==> config.mk <==
export PLATFORM = sky130hd
export DESIGN_NAME = uart_rx
export DESIGN_NICKNAME = d
export VERILOG_FILES = /design/src/rtl/uart_pkg.sv /design/src/rtl/uart_os_tick.sv /design/src/rtl/uart_rx.sv
export SDC_FILE = /design/constraint.sdc
export NUM_CORES = 1
export LEC_CHECK = 0
export CORE_UTILIZATION = 57
export CTS_CLUSTER_DIAMETER = 60
export DETAILED_ROUTE_END_ITERATION = 8
export PLACE_DENSITY = 0.86
export SLEW_MARGIN = 10
export SYNTH_ARGS = -nofsm -noshare
export SYNTH_HDL_FRONTEND = slang
export SYNTH_SLANG_ARGS = --single-unit
export TNS_END_PERCENT = 20
==> constraint.sdc <==
create_clock -name clk -period 2.04 [get_ports clk]
set_input_delay 0.408 -clock clk [delete_from_list [all_inputs] [get_ports clk]]
set_output_delay 0.408 -clock clk [all_outputs]
set_load 0.02 [all_outputs]
==> src/rtl/uart_pkg.sv <==
// uart_pkg: constants, FSM state type and baud-divider helper shared by
// the UART receiver and transmitter.
package uart_pkg;

  // Payload bits per frame (8N1).
  localparam int unsigned DATA_BITS = 8;

  // Receiver FSM states.
  typedef enum logic [2:0] {
    IDLE,
    START,
    DATA,
    STOP,
    WAIT_HI
  } uart_rx_state_t;

  // Clocks per oversample tick for a given clock, line rate and oversampling factor.
  function automatic int unsigned calc_div(input int unsigned clk_freq,
                                           input int unsigned baud,
                                           input int unsigned ovs);
    return clk_freq / (baud * ovs);
  endfunction

endpackage

==> src/rtl/uart_os_tick.sv <==
// uart_os_tick: oversample tick generator.
// Counts 0..DIV-1 while enabled and pulses tick on DIV-1. Clearing or
// disabling forces the count back to 0, so after a clear the first tick
// comes exactly DIV cycles later.
// Ports:
//   clk   in  system clock, rising edge
//   rst   in  asynchronous active-low reset
//   clr   in  synchronous clear of the phase counter
//   en    in  count enable; counter holds at 0 when low
//   tick  out 1-clk pulse every DIV enabled cycles
module uart_os_tick #(
  parameter int unsigned DIV = 54
) (
  input  logic clk,
  input  logic rst,
  input  logic clr,
  input  logic en,
  output logic tick
);

  localparam int unsigned CW = (DIV > 1) ? $clog2(DIV) : 1;
  localparam logic [CW-1:0] LAST = CW'(DIV - 1);

  logic [CW-1:0] cnt;

  always_ff @(posedge clk or negedge rst) begin
    if (!rst) begin
      cnt <= '0;
    end else if (clr || !en) begin
      cnt <= '0;
    end else if (cnt == LAST) begin
      cnt <= '0;
    end else begin
      cnt <= cnt + 1'b1;
    end
  end

  assign tick = en && !clr && (cnt == LAST);

endmodule

==> src/rtl/uart_rx.sv <==
// uart_rx: 8N1 UART receiver.
// Oversamples the synchronised line at OVS x baud, realigns to every start
// edge and samples each bit at mid-bit. A good frame updates o_data with a
// single-cycle o_valid pulse; a low stop bit gives a single-cycle
// o_frame_err pulse and the receiver then waits for the line to go high.
// Ports:
//   clk          in   system clock, rising edge
//   rst          in   asynchronous active-low reset
//   i_rx         in   serial line, idle high, asynchronous to clk
//   o_data       out  last good byte, LSB received first
//   o_valid      out  1-clk pulse, o_data updated with a good frame
//   o_frame_err  out  1-clk pulse, stop bit sampled low
//   o_busy       out  high from start detect until back in IDLE
module uart_rx
  import uart_pkg::*;
#(
  parameter int unsigned CLK_FREQ = 100_000_000,
  parameter int unsigned BAUD     = 115200,
  parameter int unsigned OVS      = 16
) (
  input  logic                 clk,
  input  logic                 rst,
  input  logic                 i_rx,
  output logic [DATA_BITS-1:0] o_data,
  output logic                 o_valid,
  output logic                 o_frame_err,
  output logic                 o_busy
);

  localparam int unsigned DIV = calc_div(CLK_FREQ, BAUD, OVS);
  localparam int unsigned TW  = $clog2(OVS);
  localparam int unsigned IW  = $clog2(DATA_BITS);

  localparam logic [TW-1:0] HALF_LAST = TW'(OVS / 2 - 1);
  localparam logic [TW-1:0] FULL_LAST = TW'(OVS - 1);
  localparam logic [IW-1:0] IDX_LAST  = IW'(DATA_BITS - 1);

  // ---------------------------------------------------------------------
  // Line synchroniser and falling-edge detect
  // ---------------------------------------------------------------------
  logic       rx_meta;
  logic       rx_s;
  logic       rx_prev;
  logic [1:0] sync_fill;
  logic       start_edge;

  // The synchroniser resets to idle-high, but that reset value is not a real
  // observation of the line. sync_fill marks when rx_s carries a genuine
  // sample; until then rx_prev is held low so a line that is already low at
  // reset release cannot look like a falling edge.
  always_ff @(posedge clk or negedge rst) begin
    if (!rst) begin
      rx_meta   <= 1'b1;
      rx_s      <= 1'b1;
      rx_prev   <= 1'b0;
      sync_fill <= '0;
    end else begin
      rx_meta   <= i_rx;
      rx_s      <= rx_meta;
      sync_fill <= {sync_fill[0], 1'b1};
      rx_prev   <= rx_s & sync_fill[1];
    end
  end

  assign start_edge = rx_prev && !rx_s;

  // ---------------------------------------------------------------------
  // Oversample tick, phase-aligned to the start edge
  // ---------------------------------------------------------------------
  uart_rx_state_t state, state_nx;
  logic           div_clr;
  logic           os_tick;

  uart_os_tick #(
    .DIV(DIV)
  ) u_os_tick (
    .clk  (clk),
    .rst  (rst),
    .clr  (div_clr),
    .en   (state != IDLE),
    .tick (os_tick)
  );

  // ---------------------------------------------------------------------
  // FSM and datapath
  // ---------------------------------------------------------------------
  logic [TW-1:0]        tick_cnt, tick_nx;
  logic [IW-1:0]        bit_idx, idx_nx;
  logic [DATA_BITS-1:0] shift, shift_nx;
  logic [DATA_BITS-1:0] data_nx;
  logic                 valid_nx;
  logic                 ferr_nx;

  always_ff @(posedge clk or negedge rst) begin
    if (!rst) begin
      state       <= IDLE;
      tick_cnt    <= '0;
      bit_idx     <= '0;
      shift       <= '0;
      o_data      <= '0;
      o_valid     <= 1'b0;
      o_frame_err <= 1'b0;
    end else begin
      state       <= state_nx;
      tick_cnt    <= tick_nx;
      bit_idx     <= idx_nx;
      shift       <= shift_nx;
      o_data      <= data_nx;
      o_valid     <= valid_nx;
      o_frame_err <= ferr_nx;
    end
  end

  always_comb begin
    state_nx = state;
    tick_nx  = tick_cnt;
    idx_nx   = bit_idx;
    shift_nx = shift;
    data_nx  = o_data;
    valid_nx = 1'b0;
    ferr_nx  = 1'b0;
    div_clr  = 1'b0;

    case (state)
      IDLE: begin
        if (start_edge) begin
          state_nx = START;
          div_clr  = 1'b1;
          tick_nx  = '0;
        end
      end

      // Half a bit into the start bit: confirm the line is still low.
      START: begin
        if (os_tick) begin
          if (tick_cnt == HALF_LAST) begin
            tick_nx = '0;
            if (!rx_s) begin
              state_nx = DATA;
              idx_nx   = '0;
            end else begin
              state_nx = IDLE;
            end
          end else begin
            tick_nx = tick_cnt + 1'b1;
          end
        end
      end

      DATA: begin
        if (os_tick) begin
          if (tick_cnt == FULL_LAST) begin
            tick_nx           = '0;
            shift_nx[bit_idx] = rx_s;
            if (bit_idx == IDX_LAST) begin
              state_nx = STOP;
            end else begin
              idx_nx = bit_idx + 1'b1;
            end
          end else begin
            tick_nx = tick_cnt + 1'b1;
          end
        end
      end

      STOP: begin
        if (os_tick) begin
          if (tick_cnt == FULL_LAST) begin
            tick_nx = '0;
            if (rx_s) begin
              data_nx  = shift;
              valid_nx = 1'b1;
              state_nx = IDLE;
            end else begin
              ferr_nx  = 1'b1;
              state_nx = WAIT_HI;
            end
          end else begin
            tick_nx = tick_cnt + 1'b1;
          end
        end
      end

      // A break or stuck-low line must return high before a new start edge.
      WAIT_HI: begin
        if (rx_s) begin
          state_nx = IDLE;
        end
      end

      default: begin
        state_nx = IDLE;
      end
    endcase
  end

  assign o_busy = (state != IDLE);

endmodule
* Word-level counts from Yosys, hierarchy flattened *
Cells that the tools add are included.
Widths: inputs -> output; s select.

word-level totals
  register bits after elaboration = 39
  latch bits = 0
  memory bits (writable) = 0
  bits in read-only memories = 0
  input bits = 3
  output and inout port bits = 11
  logic and storage cells = 96
  memories kept = 0

cells by class
  add/subtract/negate cells = 3
  multiply operators = 0
  div/mod/pow operators = 0
  order comparisons = 2
  equal/unequal tests = 20
  shifts and indexed selects = 0
  mux-type cells = 40
  bitwise gates (word level) = 1
  reduce and logical (&&, ||, !) cells = 18

operator list
  kind                 count
  $mux 3               16
  $ne 2x2->1 const B   11
  $mux 4               5
  $pmux 3 s5           1
  $mux 6               2
  $pmux 4 s3           1
  $mux 1               11
  $reduce_and 9->1     1
  $bwmux 8             1
  $reduce_and 4->1     2
  $reduce_and 7->1     1
  $add 6x1->6 const B  1
  $eq 3x2->1 const B   2
  $eq 3x3->1 const B   2
  $eq 6x6->1 const B   1
  $pmux 3 s2           1
  $reduce_bool 3->1    2
  $add 4x1->4 const B  1
  $eq 4x3->1 const B   1
  $eq 4x4->1 const B   1
  $logic_and 1x1->1    4
  $lt 3x4->1 const B   1
  $add 3x1->3 const B  1
  $demux 1 s3          1
  other kinds (11)     13

* Depth between registers and ports, before layout *
Gate-level depths: netlist (run 1).

  depth after elaboration = 9
  gate-level depth with buffers = 8

* Modules after synthesis *
From an unflattened synthesis (run 1), not the netlist that was laid out.

unflattened totals
  cell total of the unflattened synthesis = 154
  area total of the unflattened synthesis = 1836.8 um2

modules (own cells, without submodules)
  module        instances  cells each  area each (um2)  seq. area each (um2)
  uart_rx       1          126         1521.5           828.3
  uart_os_tick  1          28          315.3            150.1

* Least setup slack after synthesis (run 1) *
Ideal clock, no wire load.

  path kind = register -> register
  from = register tick_cnt[0]
  to = register shift[6]
  library setup time = 127 ps
  data arrival time = 1678 ps
  data required time = 1913 ps
  slack = 235 ps
  cell stages (with the launch flop) = 7
  cell sequence = dfrtp_1 ha_1 and3_1 buf_4 nand4_4 or4_1 mux2_1

between the ends
  cells in the longest elaborated chain, start to end = 2

RTL lines
  item                        RTL line        RTL
  start: declaration          uart_rx.sv:87   logic [TW-1:0] tick_cnt, tick_nx;
  start signal: assignment    uart_rx.sv:105  tick_cnt <= tick_nx;
  $eq 4x4->1                  uart_rx.sv:152  if (tick_cnt == FULL_LAST) begin
  $reduce_and 3->1 (no line)  -
  end signal: assignment      uart_rx.sv:107  shift <= shift_nx;
  end: declaration            uart_rx.sv:89   logic [DATA_BITS-1:0] shift, shift_nx;

No other way between the ends.
A chain may end at the register's enable or synchronous reset.

* Worst setup path after layout (run 1) *
  from = register u_os_tick.cnt[1]
  to = register shift[6]

between the ends
  cells in the longest elaborated chain, start to end = 3

RTL lines
  item                        RTL line            RTL
  start: declaration          uart_os_tick.sv:24  logic [CW-1:0] cnt;
  start signal: assignment    uart_os_tick.sv:34  cnt <= cnt + 1'b1;
  $eq 6x6->1                  uart_os_tick.sv:38  assign tick = en && !clr && (cnt == LAST);
  $logic_and 1x1->1           uart_os_tick.sv:38
  $reduce_and 3->1 (no line)  -

No other way between the ends.

==> key figures, run 1 <==
Floorplan
  – Die area: 0.00348 mm2
  – Die height: 59.0 um
  – Initial Util: 0.602
  – I/O Pins: 14
  – Core Region: 0.00308 mm2
  – Die W: 59.0 um
  – # rows: 20

Placed design
  – GPL Wtd Cong: 0.930
  – DP Wirelength: 2420 um
  – Port Buffers: 13
  – Placed cell count: 215

Logic synthesis
  – Cells after Synth: 159
  – Syn Area/Cell: 11.6 um2
  – Post-synth ARST share: 1.00
  – Cell taking the most area after synthesis: dfrtp_1
  – Post-synth top area share: 0.500
  – Synth top area cells: dfrtp_1 (50%), mux2_2 (8.5%), ha_1 (3.4%), dfstp_2 (2.8%), nand2_1 (2.4%)
  – Register area share after synthesis: 0.528
  – YS warnings: 0
  – Synthesized area: 0.00185 mm2
  – Syn nets: 167
  – Synthesis-stage register bit count: 39
  – Synth cell types: 48
  – Synth Flop Type: dfrtp_1
  – Post-synth EDFFs: 0

Critical path
  – Worst Setup End Kind: register
  – Crit path DAT: 2.16 ns
  – Critical path required time: 2.28 ns
  – R2r startpoint: u_os_tick.cnt[1]
  – Flop2flop setup slack: 0.12 ns
  – Crit path launch type: register
  – Worst Path Max Fanout: 6
  – Critical path launch point: u_os_tick.cnt[1]
  – Crit Path Category: reg2reg

Timing
  – Setup violations, final: 0
  – Worst hold slack: 0.0819 ns
  – Fmax: 520 MHz
  – Final Critical Period: 1.92 ns
  – RSZ-0062 raised after global routing: no
  – Layout Skew: 0.00718 ns
  – Crit share post-route: 0.942
  – Final Hold Fails: 0
  – Slew Viols, Final: 0
  – Setup TNS: 0 ns

Routing
  – Vias: 1319
  – Drt via density: 5.91
  – DRT Wirelength: 3490 um
  – 1st-iter DRT viols: 84
  – DRC: 0
  – Wirelength per Cell: 15.6 um
  – Final ANT Viol Nets: 0
  – Initial DRT Pass Iterations: 5

CTS
  – CTS max path bufs: 2
  – Total CTS buffers: 5
  – Clk_lat worst skew: 0.35 ns
  – TritonCTS Sinks: 39
  – CTS tree: yes
  – CTS HTree Levels: 2
  – Clk slew on worst S/H paths: 0.11 ns
  – CTS Hold Buffers Added: 0
  – Clock root cell: clkbuf_4

Power and ir drop
  – Peak supply drop: 534 uV
  – Pwr dens: 809 mW/mm2
  – Comb power frac: 0.212
  – Reported net switching power: 0.557 mW
  – Net Sw Frac: 0.331
  – Pint: 1.13 mW
  – Pleak: 0.990 nW
  – Clk network pwr share: 0.230
  – Sequential share of power: 0.559

Global route
  – Antenna violations before repair: 0
  – Congestion Overflow GR: 0
  – Total GRT Usage: 0.227
  – Pin count of the biggest net entering global routing: 40
  – First-pass GRT wire length: 5740 um
  – Vias in the first global route: 1271

Cells and area
  – Layout cells sized above 1: 0.207
  – Net count reported at finish: 186
  – Fin cells: 223
  – Area grow syn2layout: 12.5%
  – N_diodes: 0

Outcome
  – Status: completed

Flow run
  – Max-capacitance violation count: 0

Min path
  – Min-delay worst type: in2async
[final timing paths]
kind                                  end  depth (start not counted)
worst max-delay path             shift[6]                          6
max in group asynchronous        state[0]                          2
worst min-delay path            o_data[5]                          2
worst max register to register   shift[6]                          6
min in group clk                     rx_s                          0
worst min register to register       rx_s                          0
[power by group through the flow]
stage	Clock [mW]	Combinational [mW]	Sequential [mW]
4_1_cts	0.398	0.353	0.939
3_3_place_gp	0	0.334	0.935
3_5_place_dp	0	0.356	0.949
6_report	0.387	0.357	0.942
5_1_grt	0.418	0.398	0.954
2_1_floorplan	0	0.332	0.894
[cell usage after synthesis (2+ instances only)]
cell type,number
dfstp_2,2
xnor2_1,3
o21ai_0,3
buf_2,2
nand2_1,12
xor2_1,2
and3_1,2
mux2i_1,3
nor2_1,10
nor4_1,2
buf_4,2
and3b_1,2
a21oi_1,2
and4_1,2
and2_1,4
ha_1,5
mux2_1,2
inv_1,9
buf_6,2
or4_1,2
mux2_2,14
dfrtp_1,37
nor3_1,2
nand3_1,6
nand4_1,4
[cell families (layout without fill, tap and decap cells)]
| family | Yosys count | after routing | share of synthesized area |
|---|---|---|---|
| buffers and inverters | 16 | 36 | 0.0459 |
| other | 1 | 1 | 0.00203 |
| adders and majority gates | 5 | 5 | 0.0338 |
| and+or+nand+nor | 59 | 59 | 0.193 |
| xor gates and xnor gates | 5 | 5 | 0.0237 |
| DFF | 39 | 39 | 0.528 |
| AOI/OAI and AO/OA | 15 | 15 | 0.0601 |
| muxes | 19 | 19 | 0.114 |
[critical path, cell delays in order, from the launching register on]
cell and delay (ns):
dfrtp_1 0.42, inv_1 0.06, ha_1 0.14, and3b_1 0.29, nand4_4 0.15, or4_1 0.43, mux2_1 0.33
[repair_timing]
action | 4_1_cts | 5_1_grt
endpoints found under the setup margin | 1 | 2
setup buffers | 0 | 0
resized for setup | 3 | 1
[cell usage in the layout, fill, tap and decap left out, types with 2 or more instances in the layout]
master,Yosys,layout
dfrtp_1,37,36
mux2_2,14,14
nand2_1,12,12
clkdlybuf4s50_1,0,11
inv_1,9,9
nor2_1,10,9
nand3_1,6,6
buf_4,2,6
ha_1,5,5
clkbuf_4,0,5
and2_1,4,4
nand4_1,4,4
xnor2_1,3,3
o21ai_0,3,3
mux2i_1,3,3
and3b_1,2,2
xor2_1,2,2
nor3_1,2,2
nor4_1,2,2
a21oi_1,2,2
or4_1,2,2
mux2_1,2,2
and4_1,2,2
dfstp_2,2,2
[per-stage QoR]
stage                     setup WS [ns]  utilization  area (um2)  power [mW]
after floorplan                   0.235            -        1850        1.23
after global placement            0.177        0.658        2030        1.27
after detailed placement          0.103        0.658        2030        1.31
after CTS                        0.0846        0.676        2080        1.69
after global routing             0.0421        0.677        2080        1.77
final                             0.118        0.677        2080        1.69
[sequential cells by signal, indices dropped and copies added, names as in the netlist, 2 cells and up]
name           count
tick_cnt           4
shift              8
state              3
u_os_tick.cnt      6
o_data             8
sync_fill          2
bit_idx            3
[layout make-up]
cell class / instances / area, um2
multi-input combinational: 104 / 792
sequential: 39 / 980
tap: 44 / 55.1
timing repair buffer: 19 / 169
fill: 229 / 995
clock inverter: 2 / 12.5
inverter: 9 / 33.8
clock buffer: 6 / 41.3
[metal layers]
layer,track usage,routed length [um],share of wire,up-vias
met5,0,0,0,-
met2,0.344,1720,0.49,59
met3,0.0568,209,0.060,10
li1,-,-,-,600
met1,0.286,1500,0.43,650
met4,0.153,59,0.017,0
No activity file was read; power rests on OpenSTA's default activity.
==> run 2, diff against run 1 <==
RECOVER_POWER = 25   (was default)
==> key figures, run 2 (synthesized netlist as in run 1, its figures left out) <==
Min path
  – Min-delay worst type: in2async

CTS
  – CTS tree: yes
  – CTS HTree Levels: 2 (unchanged)
  – Clock root cell: clkbuf_4
  – Clk slew on worst S/H paths: 0.12 ns (about the same)
  – TritonCTS Sinks: 39 (unchanged)
  – Clk_lat worst skew: 0.35 ns (about the same)
  – CTS Hold Buffers Added: 0 (unchanged)
  – Total CTS buffers: 5 (unchanged)
  – CTS max path bufs: 2 (unchanged)

Floorplan
  – Die height: 59.0 um (unchanged)
  – Core Region: 0.00308 mm2 (unchanged)
  – Die area: 0.00348 mm2 (unchanged)
  – # rows: 20 (unchanged)
  – I/O Pins: 14 (unchanged)
  – Die W: 59.0 um (unchanged)
  – Initial Util: 0.602 (unchanged)

Routing
  – DRT Wirelength: 3520 um (+0.89%)
  – Drt via density: 5.91 (-0.15%)
  – DRC: 0 (unchanged)
  – 1st-iter DRT viols: 84 (unchanged)
  – Wirelength per Cell: 15.8 um (+0.89%)
  – Vias: 1317 (-0.15%)
  – Final ANT Viol Nets: 0 (unchanged)
  – Initial DRT Pass Iterations: 5 (unchanged)

Cells and area
  – Finished Cell Area: 0.00208 mm2 (-0.12%)
  – Largest regs: o_data: 8 flops, shift: 8 flops, u_os_tick.cnt: 6 flops
  – Sequential cell area: 980 um2 (unchanged)
  – N_diodes: 0 (unchanged)
  – Layout cells sized above 1: 0.207 (unchanged)
  – Final core utilization: 0.676 (-0.000813)
  – # fillers: 230 (+0.44%)
  – Area grow syn2layout: 12.4%
  – Multi-input logic area: 792 um2 (unchanged)
  – Commonest non-fill, non-tap cell in the layout: dfrtp_1
  – Most frequent cells in the layout: dfrtp_1 (36), mux2_2 (14), nand2_1 (12)
  – Net count reported at finish: 186 (unchanged)

Critical path
  – Worst Path Max Fanout: 9 (+3)
  – Crit path launch type: register
  – Critical path required time: 2.28 ns (about the same)
  – Crit path cell chain: nor3b_4 -> nand4_4 -> or4_1 -> mux2_1
  – Worst Setup End Kind: register
  – RR Endpoint: shift[6]
  – Slowest cell on the critical path: dfrtp_1
  – Critical path launch point: state[1]
  – Flop2flop setup slack: 0.12 ns (about the same)
  – Crit Path Category: reg2reg
  – CP peak stage delay: 0.53 ns (+0.10 ns)
  – Depth of the most critical reg-to-reg path: 4 (-2)
  – Crit path DAT: 2.16 ns (about the same)
  – R2r startpoint: state[1]

Global route
  – Congestion Overflow GR: 0 (unchanged)
  – Antenna violations before repair: 0 (unchanged)
  – Vias in the first global route: 1271 (unchanged)
  – First-pass GRT wire length: 5740 um (unchanged)
  – Pin count of the biggest net entering global routing: 40 (unchanged)
  – Total GRT Usage: 0.227 (unchanged)

Placed design
  – GPL Wtd Cong: 0.930 (unchanged)
  – DP Wirelength: 2420 um (unchanged)
  – Placed instance area: 0.00203 mm2 (unchanged)
  – Port Buffers: 13 (unchanged)

Power and ir drop
  – Pwr dens: 811 mW/mm2 (+0.17%)
  – Pleak: 0.990 nW (about the same)
  – Peak supply drop: 534 uV (about the same)
  – Power, Total: 1.69 mW (about the same)

Timing
  – Setup violations, final: 0 (unchanged)
  – Slew Viols, Final: 0 (unchanged)
  – RSZ-0062 raised after global routing: no
  – Final Hold Fails: 0 (unchanged)
  – Setup TNS: 0 ns (unchanged)
  – Final Critical Period: 1.92 ns (+0.00132 ns)
  – Fmax: 520 MHz (about the same)
  – Worst rel slew slack: 0.384
  – Worst Tran Pin Value: 0.924 ns
  – Crit share post-route: 0.943 (about the same)
  – Layout Skew: 0.00998 ns (+0.00281 ns)

Outcome
  – Status: completed

Flow run
  – Max-capacitance violation count: 0 (unchanged)
-- run 2: changes by cell type in the layout (fill, tap and decap cells not counted), sizes merged --
cell and delta:
clkbuf +1, buf -1
-- run 2: layer usage --
metal,GRT usage,part of all wire,vias to the layer above
met5,0,0,-
met2,0.344,0.49,53
met4,0.153,0.020,0
li1,-,-,600
met3,0.0568,0.061,12
met1,0.286,0.43,652
-- run 2: what timing repair did --
| item | 4_1_cts | 5_1_grt |
|---|---|---|
| resized for setup | 3 | 1 |
| endpoints found under the setup margin | 1 | 2 |
| buffers inserted | 0 | 0 |
-- run 2: worst max path at each step --
stage | endpoint | slack, ns
finish | shift[6] | 0.12
global route | shift[6] | 0.04
CTS | shift[6] | 0.08
detailed placement | shift[6] | 0.10
global placement | shift[6] | 0.18
floorplan | shift[6] | 0.24
-- run 2: worst max-delay path, delay by kind of cell (launching register included) --
family           cells  cell delay (ns)
and+or+nand+nor      3             0.94
DFF                  1             0.53
muxes                1             0.33
-- run 2: metrics by stage --
stage               hold WS [ns]  setup WS [ns]  std cells
CTS                       0.0902         0.0846        223
global placement           0.334          0.177        215
detailed placement         0.349          0.103        215
finish                     0.256          0.117        223
global route               0.336         0.0421        223
floorplan                  0.112          0.235        159
-- run 2: final cells by class --
| cell class | count | share of cell area |
|---|---|---|
| sequential | 39 | 0.471 |
| multi-input combinational | 104 | 0.381 |
| timing repair buffer | 19 | 0.0800 |
| tap | 44 | 0.0265 |
| clock buffer | 6 | 0.0198 |
| inverter | 9 | 0.0162 |
| clock inverter | 2 | 0.00601 |
-- run 2: where the power goes --
group / leakage (nW) / switching [mW] / internal [mW]
Clock: 0.0282 / 0.256 / 0.133
Sequential: 0.523 / 0.101 / 0.841
Combinational: 0.439 / 0.202 / 0.154
